**config.mk**
```make
export PLATFORM = sky130hd
export DESIGN_NAME = mem_dump_reader
export DESIGN_NICKNAME = d
export VERILOG_FILES = /design/src/rtl/mem_dump_reader.sv
export SDC_FILE = /design/constraint.sdc
export NUM_CORES = 1
export LEC_CHECK = 0
export ABC_AREA = 1
export CAP_MARGIN = 10
export CORE_MARGIN = 3
export CORE_UTILIZATION = 50
export CTS_BUF_LIST = sky130_fd_sc_hd__clkbuf_16
export CTS_CLUSTER_DIAMETER = 50
export DETAILED_ROUTE_END_ITERATION = 7
export PLACE_DENSITY = 0.78
export SETUP_SLACK_MARGIN = 0.3
export SLEW_MARGIN = 20
export SYNTH_ARGS = -nofsm -noshare
export SYNTH_HDL_FRONTEND = slang
export SYNTH_SLANG_ARGS = --single-unit
```
**constraint.sdc**
```tcl
create_clock -name i_clk -period 2.2 [get_ports i_clk]
set_input_delay 0.44 -clock i_clk [delete_from_list [all_inputs] [get_ports i_clk]]
set_output_delay 0.44 -clock i_clk [all_outputs]
set_load 0.02 [all_outputs]
```
**src/rtl/mem_dump_reader.sv**
```systemverilog
// mem_dump_reader: bus initiator that reads a contiguous RAM range over the
// synchronous 6502-side memory bus and streams the bytes out on a
// valid/ready byte stream. The bus is used only while the arbiter grants it.
// Optional checksum beat: define MEM_DUMP_CHECKSUM_EN to append the 8-bit sum
// of all dumped bytes as one extra beat. That beat then carries o_tlast.
module mem_dump_reader #(
    parameter int ADDR_W = 16,
    parameter int RD_LAT = 1
) (
    input  logic              i_clk,
    input  logic              i_rst,
    input  logic              i_start,
    input  logic [ADDR_W-1:0] i_first,
    input  logic [ADDR_W-1:0] i_last,
    output logic              o_busy,
    output logic              o_done,
    output logic              o_bus_req,
    input  logic              i_bus_gnt,
    output logic [ADDR_W-1:0] o_addr,
    output logic              o_rw,
    input  logic [7:0]        i_data,
    output logic [7:0]        o_tdata,
    output logic              o_tvalid,
    input  logic              i_tready,
    output logic              o_tlast
);

    // The capture cycle is hard-wired one cycle after the address cycle.
    generate
        if (RD_LAT != 1) begin : g_bad_rd_lat
            $error("mem_dump_reader: only RD_LAT == 1 is supported");
        end
    endgenerate

    typedef enum logic [2:0] {
        IDLE,
        REQ,
        ADDR,
        CAPT,
        SEND,
        DONE,
        CSUM
    } state_t;

    localparam logic [ADDR_W:0]   REM_ONE  = {{ADDR_W{1'b0}}, 1'b1};
    localparam logic [ADDR_W-1:0] ADDR_ONE = {{(ADDR_W-1){1'b0}}, 1'b1};

    state_t            state_q, state_d;
    logic [ADDR_W-1:0] cur_q;      // address of the byte currently being fetched/sent
    logic [ADDR_W:0]   rem_q;      // beats still to hand over, 1..2^ADDR_W
    logic [ADDR_W-1:0] span;
    logic [ADDR_W-1:0] cur_inc;
    logic              accept;
    logic              beat_hs;
    logic              last_beat;
`ifdef MEM_DUMP_CHECKSUM_EN
    logic [7:0]        csum_q;
`endif

    assign span      = i_last - i_first;
    assign cur_inc   = cur_q + ADDR_ONE;
    assign accept    = (state_q == IDLE) && i_start;
    assign beat_hs   = (state_q == SEND) && i_tready;
    assign last_beat = (rem_q == REM_ONE);

    // Outputs that are pure functions of the registered state.
    assign o_busy    = (state_q != IDLE);
    assign o_done    = (state_q == DONE);
    assign o_bus_req = (state_q == REQ) || (state_q == ADDR) ||
                       (state_q == CAPT) || (state_q == SEND);
    assign o_rw      = 1'b1;
`ifdef MEM_DUMP_CHECKSUM_EN
    assign o_tvalid  = (state_q == SEND) || (state_q == CSUM);
`else
    assign o_tvalid  = (state_q == SEND);
`endif

    // State register.
    always_ff @(posedge i_clk) begin
        // NOTE: clocked state always uses non-blocking assignments so every
        // register samples pre-edge values regardless of block ordering.
        if (i_rst) state_q <= IDLE;
        else       state_q <= state_d;
    end

    // Next-state logic; a lost grant always falls back to REQ for a re-read.
    always_comb begin
        // NOTE: default first, so no path through the case leaves state_d
        // unassigned and infers a latch.
        state_d = state_q;
        case (state_q)
            IDLE: if (i_start) state_d = REQ;
            REQ:  if (i_bus_gnt) state_d = ADDR;
            ADDR: state_d = i_bus_gnt ? CAPT : REQ;
            CAPT: state_d = i_bus_gnt ? SEND : REQ;
            SEND: begin
                if (i_tready) begin
                    if (last_beat) begin
`ifdef MEM_DUMP_CHECKSUM_EN
                        state_d = CSUM;
`else
                        state_d = DONE;
`endif
                    end else begin
                        state_d = i_bus_gnt ? ADDR : REQ;
                    end
                end
            end
`ifdef MEM_DUMP_CHECKSUM_EN
            CSUM: if (i_tready) state_d = DONE;
`endif
            DONE:    state_d = IDLE;
            default: state_d = IDLE;
        endcase
    end

    // Datapath: range pointer, beat counter, bus address and stream byte.
    always_ff @(posedge i_clk) begin
        if (i_rst) begin
            cur_q   <= '0;
            rem_q   <= '0;
            o_addr  <= '0;
            o_tdata <= '0;
            o_tlast <= 1'b0;
`ifdef MEM_DUMP_CHECKSUM_EN
            csum_q  <= '0;
`endif
        end else begin
            if (accept) begin
                cur_q <= i_first;
                rem_q <= {1'b0, span} + REM_ONE;
`ifdef MEM_DUMP_CHECKSUM_EN
                csum_q <= '0;
`endif
            end
            if (beat_hs) begin
                cur_q <= cur_inc;
                rem_q <= rem_q - REM_ONE;
`ifdef MEM_DUMP_CHECKSUM_EN
                csum_q <= csum_q + o_tdata;
`endif
            end
            // Load the address on entry to ADDR so it is on the bus that cycle.
            if (state_d == ADDR) o_addr <= beat_hs ? cur_inc : cur_q;
            // Data is only trusted if the grant held through the capture cycle.
            if ((state_q == CAPT) && i_bus_gnt) begin
                o_tdata <= i_data;
`ifdef MEM_DUMP_CHECKSUM_EN
                o_tlast <= 1'b0;
`else
                o_tlast <= last_beat;
`endif
            end
`ifdef MEM_DUMP_CHECKSUM_EN
            if (beat_hs && last_beat) begin
                o_tdata <= csum_q + o_tdata;
                o_tlast <= 1'b1;
            end
`endif
        end
    end

endmodule

```
* Word-level counts from Yosys, hierarchy flattened
Cells that the tools add are included.
Widths: inputs -> output; s select.
** Word-level totals
- Flip-flop bits (word level) :: 61
- Input port bits :: 45
** Operators by class
- $add $sub $neg :: 4
- Equal/unequal tests :: 7
- Muxes and demuxes :: 13
- Reduce and logical (&&, ||, !) cells :: 9
** Operators by type and width (count)
- $mux 16 :: 3
- $mux 17 :: 2
- $add 16x1->17 const B :: 1
- $eq 17x1->1 const B :: 1
- $sub 17x1->17 const B :: 1
- $add 16x1->16 const B :: 1
- $sub 16x16->16 :: 1
- $mux 3 :: 5
- $pmux 3 s5 :: 1
- $eq 3x2->1 const B :: 3
- $eq 3x3->1 const B :: 2
- $mux 2 :: 2
- $eq 3x1->1 const B :: 1
- $logic_and 1x1->1 :: 3
- $logic_not 3->1 :: 1
- $logic_or 1x1->1 :: 3
- $reduce_bool 3->1 :: 1
- $reduce_bool 2->1 :: 1

* Longest topological paths before layout
Gate-level depths: netlist of run 1.
- Depth after elaboration :: 5
- Mapped depth :: 19
- Gate-level depth less buffers :: 19

* Worst setup path before layout of run 1
No wires, ideal clock.
- Kind :: input port to flip-flop
- From :: input port i_last[0]
- To :: register rem_q[12]
- Setup time :: 0.122 ns
- Arrival :: 2.175 ns
- Data required time :: 2.078 ns
- Slack :: -0.097 ns
- Cell stages on the path :: 16
- Cell sequence :: inv_1 > ha_1 > inv_1 > fa_1 > ha_1 > inv_1 > nor2_1 > nand3_2 > nor2_4 > inv_2 > nor2_4 > nand2_1 > nand2_1 > nand2_1 > nand2_1 > a21oi_2
** Between the ends
- Cells in the longest elaborated chain, start to end :: 4
** Ends and longest elaborated chain
- from (decl) :: line 14 : input logic [ADDR_W-1:0] i_last,
- $sub 16x16->16 :: line 60 : assign span = i_last - i_first;
- $add 16x1->17 :: line 131 : rem_q <= {1'b0, span} + REM_ONE;
- $mux 17 :: line 129 : if (accept) begin
- $mux 17 :: line 136 : if (beat_hs) begin
- to (signal assigned) :: line 131
- to (signal assigned) :: line 138 : rem_q <= rem_q - REM_ONE;
- to (decl) :: line 50 : logic [ADDR_W:0] rem_q;
Every way passes these cells. The select of a mux whose other input is x is not followed.
A chain may end at the register's enable or synchronous reset.

* Worst setup path in the final report of run 1
- From :: input port i_last[0]
- To :: register rem_q[15]
Same word-level chain as after synthesis.

==> flow_summary.toml, run 1 <==
[synthesis]
synth_simple_gate_area_share_pct = 37.29
yosys-mux-area-fraction_pct = 0
synth_xor_area_share_pct = 1.472
netlist_top_cells_count = "nand2_1, inv_1, nor2_1"
syn-num-nets = 828
seq_area_frac_synth_pct = 25.65
synth_top_cell_by_area = "dfxtp_1"
yosysTopAreaCellShare_pct = 25.65
synth_compound_area_share_pct = 18.53
syn_area_per_cell_sq_um = 6.240
synth_top_cells_by_area = "dfxtp_1, nand2_1, inv_1"
synth-async-reset-ratio_pct = 0
netlist_area_sq_mm = 0.004761
syn_inst = 763
synth_most_common_cell = "nand2_1"
synth_flop_cell = "dfxtp_1"
yosysUniqueCellTypes = 51
ys_warn_count = 0
synth_top_family_by_area = "simple AND/OR/NAND/NOR gates"
synth.ff_latch_count = 61
synth_edf_count = 0
synth_fa_ha_area_share_pct = 5.414

[place]
place_hpwl_microns = 10580
portBuffers = 73
gp_congestion = 0.9172
place_area_sq_mm = 0.006075
placed_cells = 1004

[global_routing]
grt_use_total_pct = 27.35
grt_pass1_vias = 5495
antenna_found_initial = 0
grt_pass1_wl_microns = 24940
grt_max_degree = 28
grt_overflow = 0

[setup_path]
cp_slowest_stage_delay_ns = 0.57
r2r-start = "rem_q[0]"
worst-r2r-setup-slack_ns = 0.25
cp.arrival_ns = 2.51
crit_path_start_kind = "input pin"
worstPathMaxFanout = 2
cpMostUsedCell = "nor2_4"
path_class = "input pin to flip-flop"
path_cells = "buf_8 -> inv_12 -> ha_4 -> inv_4 -> fa_2 -> nand2_2 -> nor2_4 -> nand3_4 -> nor2_4 -> nand2_2 -> nor2_4 -> nand2_2 -> nor2_4 -> nand2_1 -> nand2_1 -> nand3_1 -> a21oi_1"
crit_required_ns = 2.47
cp_slowest_cell = "fa_2"
r2r-end = "rem_q[16]"
end_kind = "flip-flop"
r2r_cells = 12

[die]
die_w_microns = 103.6
num_io_pins = 75
coreArea_sq_mm = 0.008976
start_util_pct = 53.04
fp.dieArea_sq_mm = 0.01073
fp.dieH_microns = 103.6
row_count = 34

[sta]
fin_crit_ns = 2.248
setup_violations = 5
grt_setup_unrepaired = "yes"
slew_headroom_pct = 63.80
tns_ns = -0.1359
fin_ws_ns = -0.04764
fin_crit_sh_pct = 102.2
timing.fmax_mhz = 444.9
drv_slew = 0
final_hold_viol_count = 0
fin_skew_ns = 0.009777
tightest_slew_ns = 0.5424
hold-worst-slack_ns = 0.4576

[routing]
drtPass1Iterations = 7
drt_iter0_drc = 414
drtAntennaViolNets = 0
wl_per_cell_microns = 16.17
drt-total-wl_microns = 16870
vias = 5821
viasPerCell = 5.581
drc = 0

[flow_run]
drv_cap = 0

[power_and_ir_drop]
total_leakage_power_nw = 3.329
vdd_ir_drop_max_v = 0.0003359
power_density_mw_per_mm2 = 574.9

[cells_and_area]
area.growth.synth_to_final_pct = 51.38
drive_above_1_share_pct = 30.75
num-nets-final = 978
finalInstanceArea_sq_mm = 0.007207
fillers = 576
diodes = 0
layout.cells.non_filler = 1043

[hold_path]
min_path_cells = 2
holdPathEnd = "o_addr[1]"
hold_path.class = "flip-flop to flip-flop"
hold_start = "o_addr[1]"

[cts]
clkLatencyLatePin_ns = 0.33
clockBufferDepth = 2
cts_tree = "done"
root_buffer = "clkbuf_16"
cts_buffers = 9
clk_pin_slew_ns = 0.05
htreeDepth = 3
cts_sinks = 61

[run_status]
violations = "setup timing"
status = "complete, but fails checks"
[registers in the layout, indices dropped and copies added (netlist names)]
register,flops
o_tlast,1
o_tdata,8
rem_q,17
cur_q,16
o_addr,16
state_q,3
[per-layer routing]
layer	vias up	wire (microns)	global-route usage [%]
met3	89	1072	3.918
met2	268	8448	50.05
li1	2790	-	-
met4	0	806	12.25
met5	-	0	0
met1	2674	6538	31.50
[what timing repair did]
action | in CTS | in global routing
resized for setup | 106 | 100
endpoints found under the hold margin | 0 | 0
pin swaps | 39 | 65
cloned | 0 | 1
setup endpoints to repair | 36 | 51
setup buffers | 8 | 15
hold buffers | 0 | 0
[report_power, final]
group	total [mW]	switching [mW]	internal, mW
clock	1.23	0.491	0.741
combinational	1.63	0.948	0.679
sequential	1.28	0.0924	1.19
total	4.14	1.53	2.61
[critical path: cells and delay by family]
family	cells	cell delay (ns)
buf+inv	3	0.18
fa+ha+maj	2	0.70
simple gates	11	1.04
compound gates	1	0.15
[cell usage in the layout, fill, tap and decap left out, types with 4 or more instances in the layout]
master	instances
clkdlybuf4s50_1	43
nor2_1	54
clkbuf_16	10
nand2_2	39
nand3b_1	7
dlymetal6s2s_1	13
a21oi_1	53
nand3_1	48
inv_1	82
nand2_4	10
nand4_1	8
nand3_2	16
dfxtp_1	55
ha_1	4
nand2_1	144
xor2_1	5
nor3_1	10
o21ai_1	9
a31oi_1	9
a21oi_2	9
buf_4	82
o21bai_1	6
dlygate4sd2_1	12
o21ai_0	52
ha_4	15
nor2_4	24
nor2_2	5
inv_2	26
[through the flow]
stage | setup WS, ns | utilization [%] | power, mW
2_1_floorplan | -0.02751 | - | 2.081
3_3_place_gp | -0.7496 | 67.67 | 2.501
3_5_place_dp | -0.8137 | 67.67 | 2.543
4_1_cts | -0.02835 | 74.88 | 3.878
5_1_grt | -0.1609 | 80.29 | 4.321
6_report | -0.04764 | 80.29 | 4.143
[logic make-up after synthesis]
kind of cell    Yosys count
fa+ha+maj                20
buf+inv                 136
compound gates          156
other cells               1
simple gates            381
flops                    61
xor+xnor                  8
[worst max-delay path by stage]
stage	start	endpoint	depth (start not counted)
final	i_last[0]	rem_q[15]	17
after global routing	i_first[7]	rem_q[15]	17
after CTS	i_last[0]	rem_q[13]	17
after detailed placement	i_last[0]	rem_q[13]	17
after global placement	i_last[0]	rem_q[13]	17
after floorplan	i_last[0]	rem_q[12]	16
[final cells by class]
cell class | instances | area (sq um) | area share [%]
Clock buffer | 9 | 225.2 | 3.125
Clock inverter | 6 | 32.53 | 0.4514
Inverter | 112 | 440.4 | 6.111
Multi-Input combinational cell | 566 | 3627 | 50.33
Sequential cell | 61 | 1236 | 17.15
Tap cell | 126 | 157.7 | 2.187
Timing Repair Buffer | 163 | 1488 | 20.64
Power figures use the tool's default switching activity.
==> inputs of run 2 (changes only) <==
- SKIP_LAST_GASP: not set -> 1
==> flow_summary.toml, run 2 (same netlist as run 1, synthesis figures left out) <==
[setup_path]
cp_top_family = "simple AND/OR/NAND/NOR gates"
path_cells = "buf_8 -> inv_12 -> ha_4 -> inv_4 -> fa_2 -> nand2_2 -> nor2_4 -> nand3_4 -> nor2_4 -> nand2_1 -> nor2_2 -> nand2_1 -> nor2_2 -> nand2_1 -> nand2_1 -> nand3_1 -> a21oi_1"
worstPathMaxFanout = 2
end_kind = "flip-flop"
cpMostUsedCell = "nand2_1"
r2r-start = "rem_q[1]"
r2r-end = "rem_q[16]"
r2r_cells = 12
crit_path_start_kind = "input pin"
crit_required_ns = 2.47
path_class = "input pin to flip-flop"
crit_path_end = "rem_q[15]"
cp.arrival_ns = 2.49
critPathBufInv = 3
cp_slowest_stage_delay_ns = 0.58
path_depth = 17
worst-r2r-setup-slack_ns = 0.21
cp_slowest_cell = "fa_2"
critPathLaunch = "i_last[0]"

[cts]
clkLatencyLatePin_ns = 0.34
root_buffer = "clkbuf_16"
cts_sinks = 61
htreeDepth = 3
clockBufferDepth = 2
cts_buffers = 9
clk_pin_slew_ns = 0.05
cts_tree = "done"
holdBufCountCts = 0

[die]
row_count = 34
fp.dieH_microns = 103.6
die_w_microns = 103.6
fp.dieArea_sq_mm = 0.01073
start_util_pct = 53.04
num_io_pins = 75
coreArea_sq_mm = 0.008976

[sta]
fin_skew_ns = 0.01002
setup_violations = 2
drv_slew = 0
fin_crit_sh_pct = 100.8
timing.fmax_mhz = 451.0
grt_setup_unrepaired = "yes"
final_hold_viol_count = 0
tightest_slew_ns = 0.5306
fin_ws_ns = -0.01719
hold-worst-slack_ns = 0.4554
fin_crit_ns = 2.217
slew_headroom_pct = 64.59

[cells_and_area]
diodes = 0
postLayoutCoreUtil_pct = 79.58
num-nets-final = 975
final_common_cell = "nand2_1"
largest_reg_flops = 17
area.growth.synth_to_final_pct = 50.04
fillers = 598
top_register = "rem_q"
mostFrequentLayoutCells = "nand2_1, inv_1, buf_4"
drive_above_1_share_pct = 29.87
largestRegisters = "rem_q x17, cur_q x16, o_addr x16"

[routing]
vias = 5765
viasPerCell = 5.543
drc = 0
wl_per_cell_microns = 15.65
drtPass1Iterations = 5
drtAntennaViolNets = 0
drt-total-wl_microns = 16280
drt_iter0_drc = 383

[global_routing]
grt_pass1_wl_microns = 24770
grtUsageMet2_pct = 49.72
grt_max_degree = 28
grt_overflow = 0
grt_pass1_vias = 5484
grt_use_met3_pct = 3.856
busiest_layer = "met2"
grt_use_total_pct = 27.22
grt_use_met1_pct = 31.31
antenna_found_initial = 0

[power_and_ir_drop]
p_int_mw = 2.592
vdd_ir_drop_max_v = 0.0003384
total_leakage_power_nw = 3.289
combPwrFrac_pct = 38.5
power_density_mw_per_mm2 = 573.9
p_switching_mw = 1.508
clkPwrFrac_pct = 30.1
seqPwrFrac_pct = 31.3
swShare_pct = 36.78

[flow_run]
drv_cap = 0

[run_status]
violations = "setup timing"
status = "complete, but fails checks"

[place]
portBuffers = 73
gp_congestion = 0.9172
place_hpwl_microns = 10580

[hold_path]
hold_path.class = "input pin to flip-flop"
run 2: changes by cell type in the layout (fill, tap and decap cells not counted), sizes merged:
cell,delta
dlymetal6s2s,-2
clkdlybuf4s50,+2
dlygate4sd2,+1
clkdlybuf4s15,-1
buf,-3
run 2: power by group through the flow:
stage,sequential (mW),clock [mW],combinational [mW]
2_1_floorplan,1.29,0,0.791
3_3_place_gp,1.29,0,1.22
3_5_place_dp,1.29,0,1.25
4_1_cts,1.27,1.23,1.37
5_1_grt,1.29,1.27,1.72
6_report,1.28,1.24,1.58
run 2: worst min-delay path, cell delays in order:
cell	delay [ns]
buf_2	0.12
nand2_1	0.09
a31oi_1	0.08
run 2: per-layer routing:
metal,up-vias,wire [microns]
li1,2793,-
met1,2663,6450
met2,259,8359
met3,50,973
met4,0,497
met5,-,0
run 2: what timing repair did:
action	CTS	global route
pin swaps	39	59
setup endpoints to repair	36	51
resized for setup	100	97
cloned	0	1
setup buffers	8	12
run 2: layout make-up:
type / count / area (sq um) / share of cell area, %
Clock inverter: 6 / 32.53 / 0.4554
Sequential cell: 61 / 1236 / 17.31
Timing Repair Buffer: 160 / 1446 / 20.25
Clock buffer: 9 / 225.2 / 3.153
Inverter: 112 / 440.4 / 6.166
Multi-Input combinational cell: 566 / 3605 / 50.46
Tap cell: 126 / 157.7 / 2.207
run 2: through the flow:
stage          cells  instance area [sq um]   TNS, ns  total power [mW]  worst slack, ns
6_report        1040                   7143  -0.02368             4.099         -0.01719
2_1_floorplan    763                   4796  -0.05668             2.081         -0.02751
3_5_place_dp    1004                   6075    -11.39             2.543          -0.8137
3_3_place_gp    1004                   6075    -9.261             2.501          -0.7496
4_1_cts         1027                   6694  -0.02835             3.868         -0.02835
5_1_grt         1040                   7143   -0.7322             4.280          -0.1550
run 2: how the worst min path moves through the flow:
| stage | end | cells past startpoint | slack, ns | start |
|---|---|---|---|---|
| 2_1_floorplan | rem_q[5] | 2 | 0.46 | rem_q[5] |
| 3_3_place_gp | o_addr[4] | 2 | 0.45 | o_addr[4] |
| 3_5_place_dp | o_addr[6] | 2 | 0.45 | o_addr[6] |
| 4_1_cts | cur_q[0] | 3 | 0.45 | i_first[0] |
| 5_1_grt | o_addr[1] | 2 | 0.48 | o_addr[1] |
| 6_report | cur_q[0] | 3 | 0.46 | i_first[0] |
==> inputs of run 3 (changes only) <==
- CORE_UTILIZATION: 50 -> 59
- PLACE_DENSITY: 0.78 -> 0.87
- clock period: 2.2 -> 2.6 ns (I/O delays scaled with it)
==> flow_summary.toml, run 3 (same netlist as run 1, synthesis figures left out) <==
[run_status]
status = "complete, but fails checks"
violations = "DRC"

[place]
portBuffers = 73
pre_cts_ws_ns = -0.3748
place_hpwl_microns = 10420
placed_cells = 968
gp_congestion = 0.9085

[routing]
drt-total-wl_microns = 16940
wl_per_cell_microns = 17.03
viasPerCell = 6.033
vias = 6003
drtPass1Iterations = 8
drc = 22
drtAntennaViolNets = 0
drt_iter0_drc = 582

[cells_and_area]
mostFrequentLayoutCells = "nand2_1, inv_1, buf_4"
postLayoutCoreUtil_pct = 85.63
largest_reg_flops = 17
layout.cells.non_filler = 995
top_register = "rem_q"
area.growth.synth_to_final_pct = 39.71
final_common_cell = "nand2_1"
drive_above_1_share_pct = 23.74
largestRegisters = "rem_q x17, cur_q x16, o_addr x16"
num-nets-final = 954
diodes = 0

[global_routing]
grt_overflow = 0
grt_pass1_vias = 5252
grt_use_total_pct = 32.19
grt_max_degree = 41
antenna_found_initial = 0
grt_pass1_wl_microns = 23850

[die]
die_w_microns = 95.83
coreArea_sq_mm = 0.007767
row_count = 32
fp.dieArea_sq_mm = 0.009183
num_io_pins = 75
fp.dieH_microns = 95.83
start_util_pct = 61.29

[sta]
fin_crit_sh_pct = 91.87
grt_setup_unrepaired = "yes"
timing.fmax_mhz = 418.7
final_hold_viol_count = 0
fin_skew_ns = 0.01134
fin_ws_ns = 0.2114
drv_slew = 0
tns_ns = 0
setup_violations = 0
fin_crit_ns = 2.389

[setup_path]
path_class = "input pin to flip-flop"
r2r-end = "o_addr[12]"
r2r-start = "cur_q[0]"
cp_slowest_cell = "fa_2"
worst-r2r-setup-slack_ns = 0.43
cp_slowest_stage_delay_ns = 0.59
path_cells = "buf_2 -> ha_4 -> inv_4 -> fa_2 -> nand2_2 -> nor2_4 -> nand3_4 -> nor2_4 -> nand2_2 -> nor2_2 -> nand2_1 -> nor2_2 -> nand2_1 -> nand2_1 -> nand3_1 -> a21oi_1"
crit_required_ns = 2.86
cp.arrival_ns = 2.65
r2r_cells = 11
end_kind = "flip-flop"
crit_path_end = "rem_q[15]"
crit_path_start_kind = "input pin"
worstPathMaxFanout = 2
critPathLaunch = "i_first[0]"
cpMostUsedCell = "nand2_1"

[cts]
cts_tree = "done"
cts_sinks = 61
htreeDepth = 3
root_buffer = "clkbuf_16"
clockBufferDepth = 2
clk_pin_slew_ns = 0.06
clkLatencyLatePin_ns = 0.33
holdBufCountCts = 0
cts_buffers = 9

[flow_run]
drv_cap = 0

[hold_path]
hold_path.class = "flip-flop to flip-flop"

[power_and_ir_drop]
p_int_mw = 2.230
clkPwrFrac_pct = 32.7
seqPwrFrac_pct = 31.0
total_leakage_power_nw = 3.108
vdd_ir_drop_max_v = 0.0002895
swShare_pct = 35.86
p_switching_mw = 1.247
combPwrFrac_pct = 36.3
power_density_mw_per_mm2 = 522.7
## run 3: power by group through the flow
stage	registers, mW	clock network (mW)	logic [mW]
global placement	1.09	0	0.992
CTS	1.07	1.12	1.10
detailed placement	1.09	0	1.03
global route	1.08	1.18	1.35
floorplan	1.09	0	0.663
finish	1.08	1.14	1.26
## run 3: layer usage
layer  global-route usage, %  share of wire, %  vias up
met5                       0                 0        -
met4                   14.57               5.7        0
met3                   5.473               9.8      121
met2                   58.19                49      452
met1                   36.76                36     2681
li1                        -                 -     2749
## run 3: metrics by stage
step	hold WS [ns]	instance area, sq um	total power, mW
floorplan	0.4632	4763	1.754
global placement	0.4500	5909	2.078
detailed placement	0.4567	5909	2.120
CTS	0.4631	6410	3.297
global route	0.4766	6651	3.612
finish	0.4651	6651	3.477
## run 3: repair_timing
item                                    in CTS  in global routing
cloned                                       0                  0
pin swaps                                   21                 27
resized for setup                           61                 59
endpoints found under the setup margin      16                 14
setup buffers                                6                  6
endpoints found under the hold margin        0                  0
## run 3: critical path: cells and delay by family
family                   cells  cell delay (ns)
buffers and inverters        2             0.15
AND/OR/NAND/NOR             11             1.10
adder cells (fa/ha/maj)      2             0.73
AO/OA/AOI/OAI                1             0.16
## run 3: worst min-delay path by stage
stage	start	endpoint	slack, ns	depth (start not counted)
after floorplan	rem_q[5]	rem_q[5]	0.46	2
after global routing	o_addr[9]	o_addr[9]	0.48	2
after CTS	o_addr[9]	o_addr[9]	0.46	2
final	o_addr[3]	o_addr[3]	0.47	2
after detailed placement	o_addr[9]	o_addr[9]	0.46	2
after global placement	o_addr[4]	o_addr[4]	0.45	2
## run 3: cell type report
class,count,area (sq um)
clock buffers,9,225.2
clock inverters,6,55.05
fillers,413,1116
inverters,112,425.4
multi-input cells,566,3359
flip-flops and latches,61,1221
well taps,102,127.6
repair buffers,139,1237
